**src/rtl/mem_pkg.sv**
```systemverilog
// Shared types and constants for the 256x8 data memory and its block mover.
// Imported by every block that talks to the data memory port.
package mem_pkg;

  localparam int MEM_AW = 8;
  localparam int MEM_DW = 8;

  typedef enum logic [1:0] {
    IDLE,
    RD,
    WR,
    DONE
  } mover_state_t;

  typedef enum logic {
    FWD,
    BWD
  } mover_dir_t;

endpackage

```
**src/rtl/mem_block_mover.sv**
```systemverilog
// Block copy engine for the data memory: one read cycle then one write
// cycle per byte, copying backward when the ranges overlap destructively.
module mem_block_mover
  import mem_pkg::*;
#(
  parameter int AW = MEM_AW,
  parameter int DW = MEM_DW
) (
  input  logic          clk,
  input  logic          rst_n,
  input  logic          start,
  input  logic [AW-1:0] src,
  input  logic [AW-1:0] dst,
  input  logic [AW-1:0] len,
  output logic          busy,
  output logic          done,
  output logic [AW-1:0] mem_addr,
  output logic          mem_wr_en,
  output logic [DW-1:0] mem_wdata,
  input  logic [DW-1:0] mem_rdata
);

  localparam logic [AW-1:0] ONE = AW'(1);

  mover_state_t  state;
  mover_dir_t    dir;
  logic [AW-1:0] cur_src;
  logic [AW-1:0] cur_dst;
  logic [AW-1:0] cnt;
  logic [DW-1:0] hold;

  logic [AW:0]   src_x;
  logic [AW:0]   end_x;
  logic [AW:0]   dst_x;
  logic          go_bwd;

  // Overlap test is done unwrapped on AW+1 bits.
  always_comb begin
    src_x  = {1'b0, src};
    dst_x  = {1'b0, dst};
    end_x  = src_x + {1'b0, len};
    go_bwd = (dst_x > src_x) && (dst_x < end_x);
  end

  always_ff @(posedge clk or negedge rst_n) begin
    if (!rst_n) begin
      state   <= IDLE;
      dir     <= FWD;
      cur_src <= '0;
      cur_dst <= '0;
      cnt     <= '0;
      hold    <= '0;
    end else begin
      unique case (state)
        IDLE: begin
          if (start) begin
            cnt <= len;
            if (go_bwd) begin
              dir     <= BWD;
              cur_src <= src + len - ONE;
              cur_dst <= dst + len - ONE;
            end else begin
              dir     <= FWD;
              cur_src <= src;
              cur_dst <= dst;
            end
            state <= (len == '0) ? DONE : RD;
          end
        end
        RD: begin
          hold  <= mem_rdata;
          state <= WR;
        end
        WR: begin
          if (dir == BWD) begin
            cur_src <= cur_src - ONE;
            cur_dst <= cur_dst - ONE;
          end else begin
            cur_src <= cur_src + ONE;
            cur_dst <= cur_dst + ONE;
          end
          cnt   <= cnt - ONE;
          state <= (cnt == ONE) ? DONE : RD;
        end
        DONE: begin
          state <= IDLE;
        end
        default: state <= IDLE;
      endcase
    end
  end

  always_comb begin
    busy      = (state != IDLE);
    done      = (state == DONE);
    mem_wr_en = (state == WR);
    mem_wdata = hold;
    mem_addr  = '0;
    unique case (state)
      RD:      mem_addr = cur_src;
      WR:      mem_addr = cur_dst;
      default: mem_addr = '0;
    endcase
  end

endmodule

```
**config.mk**
```make
export PLATFORM = sky130hd
export DESIGN_NAME = mem_block_mover
export DESIGN_NICKNAME = d
export VERILOG_FILES = /design/src/rtl/mem_pkg.sv /design/src/rtl/mem_block_mover.sv
export SDC_FILE = /design/constraint.sdc
export NUM_CORES = 1
export LEC_CHECK = 0
export ABC_AREA = 1
export BUFFER_PORTS_ARGS = -buffer_cell sky130_fd_sc_hd__buf_2
export CELL_PAD_IN_SITES_DETAIL_PLACEMENT = 1
export CELL_PAD_IN_SITES_GLOBAL_PLACEMENT = 1
export CORE_MARGIN = 2
export CORE_UTILIZATION = 45
export CTS_CLUSTER_SIZE = 28
export DETAILED_ROUTE_END_ITERATION = 8
export GPL_TIMING_DRIVEN = 0
export PLACE_DENSITY = 0.95
export SYNTH_ARGS = -nofsm -noshare
export SYNTH_HDL_FRONTEND = slang
export SYNTH_SLANG_ARGS = --single-unit
```
**constraint.sdc**
```tcl
create_clock -name clk -period 4.09 [get_ports clk]
set_input_delay 0.818 -clock clk [delete_from_list [all_inputs] [get_ports clk]]
set_output_delay 0.818 -clock clk [all_outputs]
set_load 0.005 [all_outputs]
```
==> out/qor.txt, run 1 <==
Inserted Diodes: 0
Root Buffer: clkbuf_8
Post-Syn Instances: 586
Post-DP HPWL: 10800 um
Area Overhead vs Synth: 12.27%
I/O Buffers: 53
arrival time at the worst endpoint: 2.63 ns
Final Hold Fails: 0
crit share post-route: 84.39%
Fill cells: 1217
hold_buf cts: 0
status: finished clean
Crit-path slowest cell: buf_1
crit path time final: 3.452 ns
Final WS setup: 0.6384 ns
Final Hold Slack: 0.4667 ns
CTS max path bufs: 2
largest net degree at the start of global routing: 36
Sw Ratio: 51.87%
#FFs+latches synth: 35
part of the power in registers: 23.1%
post-CTS sizing: 0
first-pass GRT wire length: 21550 um
count leader, synth: nand2_1
dominant synthesized flop cell: dfrtp_1
Startpoint Class: flop
final-report max-slew violation count: 0
post-synth cell types: 41
Max Cap Viol: 0
Crit Path Class: reg -> out
register area share after synthesis: 20.80%
Post-Syn Area: 4212 sq um
NumNets Final: 753
Pleak: 0.002653 uW
Internal: 1396 uW
total track usage: 27.03%
Die H: 100.7 um
CTS H-tree depth: 2
worst-path maximum fanout: 10
area share of the largest cell type after synthesis: 20.80%
WL final: 13400 um
Sink Count: 35
clock share of power: 11.2%
Setup Fix Bufs, Post-CTS: 0
Initial Utilization: 46.02%
VDD IR-drop max: 0.1783 mV
GR Overflow Total: 0
CP peak stage delay: 0.49 ns
initial antenna violation count: 0
vias in the first global route: 4364
Avg WL per Cell: 17.68 um
synthesized area per cell: 7.187 sq um
Via density: 5.664
Final ANT Viol Nets: 0
DP Cell Count: 750
CP Capture Type: primary output
Syn Nets: 693
Max Clk Rate: 289.7 MHz
vias post-DR: 4293
initial DRC count: 175
Worst Path Required: 3.27 ns
asr flop ratio synth: 100.0%
die width: 100.7 um
die area: 10150 sq um
final RePlAce weighted congestion: 0.8967
worst hold-check path type: reg -> reg
ranking of synthesized cells by area: dfrtp_1 (21%), ha_1 (20%), nand2_1 (12%)
Area after DPL: 4616 sq um
total I/O pin count: 54
switching pwr: 1504 uW
endpoints failing setup: 0
fin cells: 758
CTS tree: yes
CP delay by family, top: buffers and inverters
# rows: 35
Non-Filler Cell Area, Final: 4728 sq um
post-synth top area cell: dfrtp_1
Fin Setup TNS: 0 ns
Clock Skew: 0.005940 ns
synth warn: 0
Slew @ Worst Pin: 0.8363 ns
Num CTS Buffers: 5
power density over the cells: 613.5 nW/um^2
Clock transition at path regs: 0.08 ns
core outline area: 9153 sq um
combinational power share: 65.7%
RSZ-0062 raised after global routing: false
clk_lat worst skew: 0.30 ns
post-place setup slack: 0.4288 ns
Rel. slew slack: 44.25%
CP bufs+invs: 4
First-pass DRT Iterations: 5
commonest cells in the synthesized netlist: nand2_1 (135), inv_1 (102), ha_1 (67), nand3_1 (44), a21oi_1 (38)
DRC: 0
CP Cell Sequence: inv_1, ha_1, clkbuf_1, buf_1, nand2_1, a21oi_1, buf_2
Post-synth EDFFs: 0
share of cells above drive strength 1: 16.54%
routing by layer:
| metal | track usage, % | wire (um) |
|---|---|---|
| met1 | 32.56 | 5607 |
| met2 | 49.64 | 6803 |
| met3 | 2.982 | 634 |
| met4 | 9.062 | 352 |
| met5 | 0 | 0 |
metrics by stage:
stage | utilization (%) | total power [uW]
after floorplan | - | 1966
after global placement | 50.43 | 2394
after detailed placement | 50.43 | 2529
after CTS | 51.66 | 2890
after global routing | 51.66 | 3174
final | 51.66 | 2901
sequential cells by signal, indices dropped and copies added (netlist names):
| name | cells |
|---|---|
| dir | 1 |
| cnt | 8 |
| mem_wdata | 8 |
| state | 2 |
| cur_dst | 8 |
| cur_src | 8 |
final cells by class:
cell class	instances	area (sq um)	share of cell area (%)
Tap cell	111	138.9	2.937
Buffer	15	95.09	2.011
Clock inverter	3	43.79	0.9262
Multi-Input combinational cell	431	2846	60.20
Sequential cell	35	875.8	18.52
Timing Repair Buffer	53	265.3	5.610
Inverter	105	394.1	8.336
Clock buffer	5	68.82	1.455
cell families after synthesis:
kind of cell | Yosys count | synth area share, %
adder cells (fa/ha/maj) | 72 | 22.28
AO/OA/AOI/OAI | 99 | 14.32
buffers and inverters | 120 | 11.62
XOR/XNOR | 26 | 5.407
flip-flops | 35 | 20.80
AND/OR/NAND/NOR | 234 | 25.58
cells in the final DEF (no fill, tap or decap), types with 2 or more instances in the layout:
cell | netlist | layout
nand2_1 | 135 | 135
inv_1 | 102 | 102
ha_1 | 67 | 67
buf_2 | 1 | 54
nand3_1 | 44 | 44
a21oi_1 | 38 | 38
dfrtp_1 | 35 | 35
o21ai_0 | 24 | 24
xor2_1 | 19 | 19
nor2_1 | 14 | 14
nand2_2 | 10 | 10
nand3_2 | 10 | 10
a21oi_2 | 9 | 9
nand4_1 | 9 | 9
a31oi_1 | 8 | 8
xnor2_1 | 7 | 7
clkbuf_1 | 6 | 6
nor3_1 | 6 | 6
clkbuf_8 | 1 | 6
fa_1 | 5 | 5
buf_1 | 3 | 3
o21bai_1 | 3 | 3
o21ai_2 | 3 | 3
buf_4 | 3 | 3
a21o_1 | 3 | 3
inv_2 | 2 | 2
nand2_4 | 2 | 2
o211ai_1 | 2 | 2
o31ai_1 | 2 | 2
or2_2 | 2 | 2
tightest hold or removal path: stages, from the launching register on:
cell and delay, ns:
dfrtp_1 0.34, nand2_1 0.05, nand2_1 0.05
path summary, 6_finish.rpt:
| kind | from | endpoint | slack [ns] | cells past startpoint |
|---|---|---|---|---|
| worst min-delay path | mem_wdata[4] | mem_wdata[4] | 0.47 | 2 |
| worst max register to register | dir | cur_src[6] | 1.51 | 13 |
| min in group asynchronous | rst_n | cur_dst[4] | 0.61 | 1 |
| worst max-delay path | state[0] | mem_addr[0] | 0.64 | 7 |
| max in group asynchronous | rst_n | state[0] | 2.94 | 1 |
| worst min register to register | mem_wdata[4] | mem_wdata[4] | 0.47 | 2 |
power by group through the flow:
stage	sequential (uW)	clock [uW]	combinational, uW
finish	670	324	1910
global route	694	338	2140
CTS	669	324	1900
detailed placement	672	0	1860
global placement	659	0	1730
floorplan	633	0	1330
Power figures use the tool's default switching activity.
==> run 2: changes to the inputs <==
ABC_AREA = 0   (was 1)
CORE_UTILIZATION = 44   (was 45)
PLACE_DENSITY = 0.92   (was 0.95)
clock period = 3.3 ns   (was 4.09 ns; I/O delays follow)
==> out/qor.txt, run 2 <==
failing checks: setup timing
commonest cells in the synthesized netlist: ha_1 (67), inv_1 (67), a21oi_1 (59), o21ai_0 (36), dfrtp_1 (35)
Fill cells: 1048
WL final: 14220 um
Slew @ Worst Pin: 0.8120 ns
Startpoint Class: primary input
endpoints failing setup: 17
Initial Utilization: 45.35%
#FFs+latches synth: 35
total track usage: 26.84%
I/O Buffers: 53
Fin Setup TNS: -2.592 ns
total I/O pin count: 54
CP Capture Type: flop
vias post-DR: 4078
VDD IR-drop max: 0.2822 mV
DRC: 0
crit path time final: 3.565 ns
initial DRC count: 215
Max Clk Rate: 280.5 MHz
Area Overhead vs Synth: 21.45%
Final Hold Fails: 0
Avg WL per Cell: 21.38 um
Final Hold Slack: 0.4582 ns
RSZ-0062 raised after global routing: true
First-pass DRT Iterations: 4
CTS tree: yes
Post-Syn Area: 3955 sq um
final core occ: 55.08%
Final WS setup: -0.2646 ns
dominant synthesized flop cell: dfrtp_1
Clock transition at path regs: 0.07 ns
Post-synth EDFFs: 0
Worst Path Required: 3.48 ns
ranking of synthesized cells by area: dfrtp_1 (22%), ha_1 (21%), a21oi_1 (7.5%)
CTS max path bufs: 2
Clock Skew: 0.007583 ns
Final ANT Viol Nets: 0
synthesized area per cell: 8.205 sq um
CTS H-tree depth: 2
Multi-input gate area: 2919 sq um
die width: 98.81 um
# rows: 34
arrival time at the worst endpoint: 3.75 ns
Max Cap Viol: 0
Num CTS Buffers: 5
synth warn: 0
vias in the first global route: 4266
Rel. slew slack: 45.75%
worst-path maximum fanout: 10
Inserted Diodes: 0
crit share post-route: 108.0%
clk_lat worst skew: 0.29 ns
Crit Path Class: in -> reg
area share of the largest cell type after synthesis: 22.14%
Post-DP HPWL: 9767 um
power density over the cells: 845.4 nW/um^2
hold_buf cts: 0
asr flop ratio synth: 100.0%
die area: 9763 sq um
Die H: 98.81 um
Root Buffer: clkbuf_8
initial antenna violation count: 0
GR Overflow Total: 0
Final Total Pwr: 4061 uW
Pleak: 0.002269 uW
NumNets Final: 663
most frequent cells in the layout: ha_1 (64), inv_1 (63), buf_2 (51), a21oi_1 (48), dfrtp_1 (35)
register area share after synthesis: 22.14%
Syn Nets: 589
final-report max-slew violation count: 0
Sink Count: 35
Post-Syn Instances: 482
status: finished, violations left
final RePlAce weighted congestion: 0.8484
core outline area: 8721 sq um
largest net degree at the start of global routing: 36
Via density: 6.132
post-synth top area cell: dfrtp_1
post-synth cell types: 53
FF+latch area: 875.8 sq um
commonest non-fill, non-tap cell in the layout: ha_1
worst hold-check path type: in -> async
share of cells above drive strength 1: 22.26%
first-pass GRT wire length: 21170 um
## run 2: critical path, stage by stage
cell	delay (ns)
buf_8	0.08
clkinvlp_4	0.10
buf_4	0.15
fa_2	0.37
nor2b_4	0.16
o31ai_4	0.08
a21oi_2	0.20
xnor2_1	0.12
ha_1	0.32
nand4_1	0.11
nor2_1	0.14
a21oi_2	0.07
a311o_2	0.42
buf_4	0.21
a21oi_1	0.25
a211oi_4	0.08
a211oi_1	0.24
## run 2: metal layers
metal	share of wire (%)	wire (um)	GRT usage, %
met3	5.4	772	2.695
met1	38	5407	32.33
met4	4.1	583	8.535
met5	0	0	0
met2	52	7452	49.84
## run 2: metrics by stage
stage	instances	instance area [sq um]	setup WS, ns
floorplan	482	3994	-0.03476
global placement	643	4394	-0.5874
detailed placement	643	4394	-0.6997
CTS	656	4642	-0.1479
global route	665	4803	-0.3775
finish	665	4803	-0.2646
## run 2: repair_timing
action / in CTS / in global routing
gates resized for setup: 28 / 19
pin swaps: 11 / 21
setup endpoints to repair: 16 / 17
buffers inserted: 6 / 9
## run 2: where the power goes
group          internal [uW]  switching (uW)  total (uW)  leakage [uW]
sequential               652             250         901      0.000408
clock                    302             164         466     0.0000654
combinational           1110            1580        2690       0.00180
## run 2: final cells by class
type,count,area share (%)
well taps,108,2.813
clock buffers,6,1.511
plain buffers,15,1.537
multi-input cells,364,60.77
repair buffers,68,8.466
inverters,67,5.418
flip-flops and latches,35,18.23
clock inverters,2,1.250
## run 2: cell families after synthesis
| logic type | after synthesis | synth area share (%) |
|---|---|---|
| AOI/OAI and AO/OA | 157 | 24.33 |
| and+or+nand+nor | 102 | 13.26 |
| buffers and inverters | 83 | 8.415 |
| adders and majority gates | 72 | 23.73 |
| DFF | 35 | 22.14 |
| xor gates and xnor gates | 17 | 3.765 |
| muxes | 16 | 4.366 |
## run 2: worst paths after layout
kind / start / end / slack [ns] / depth (start not counted)
max: src[1] / cur_src[7] / -0.26 / 17
min: rst_n / mem_wdata[3] / 0.46 / 1
max reg2reg: dir / cur_src[6] / 0.28 / 9
min reg2reg: mem_wdata[1] / mem_wdata[1] / 0.51 / 1
max in group asynchronous: rst_n / cur_dst[4] / 2.32 / 1
min in group clk: mem_wdata[1] / mem_wdata[1] / 0.51 / 1
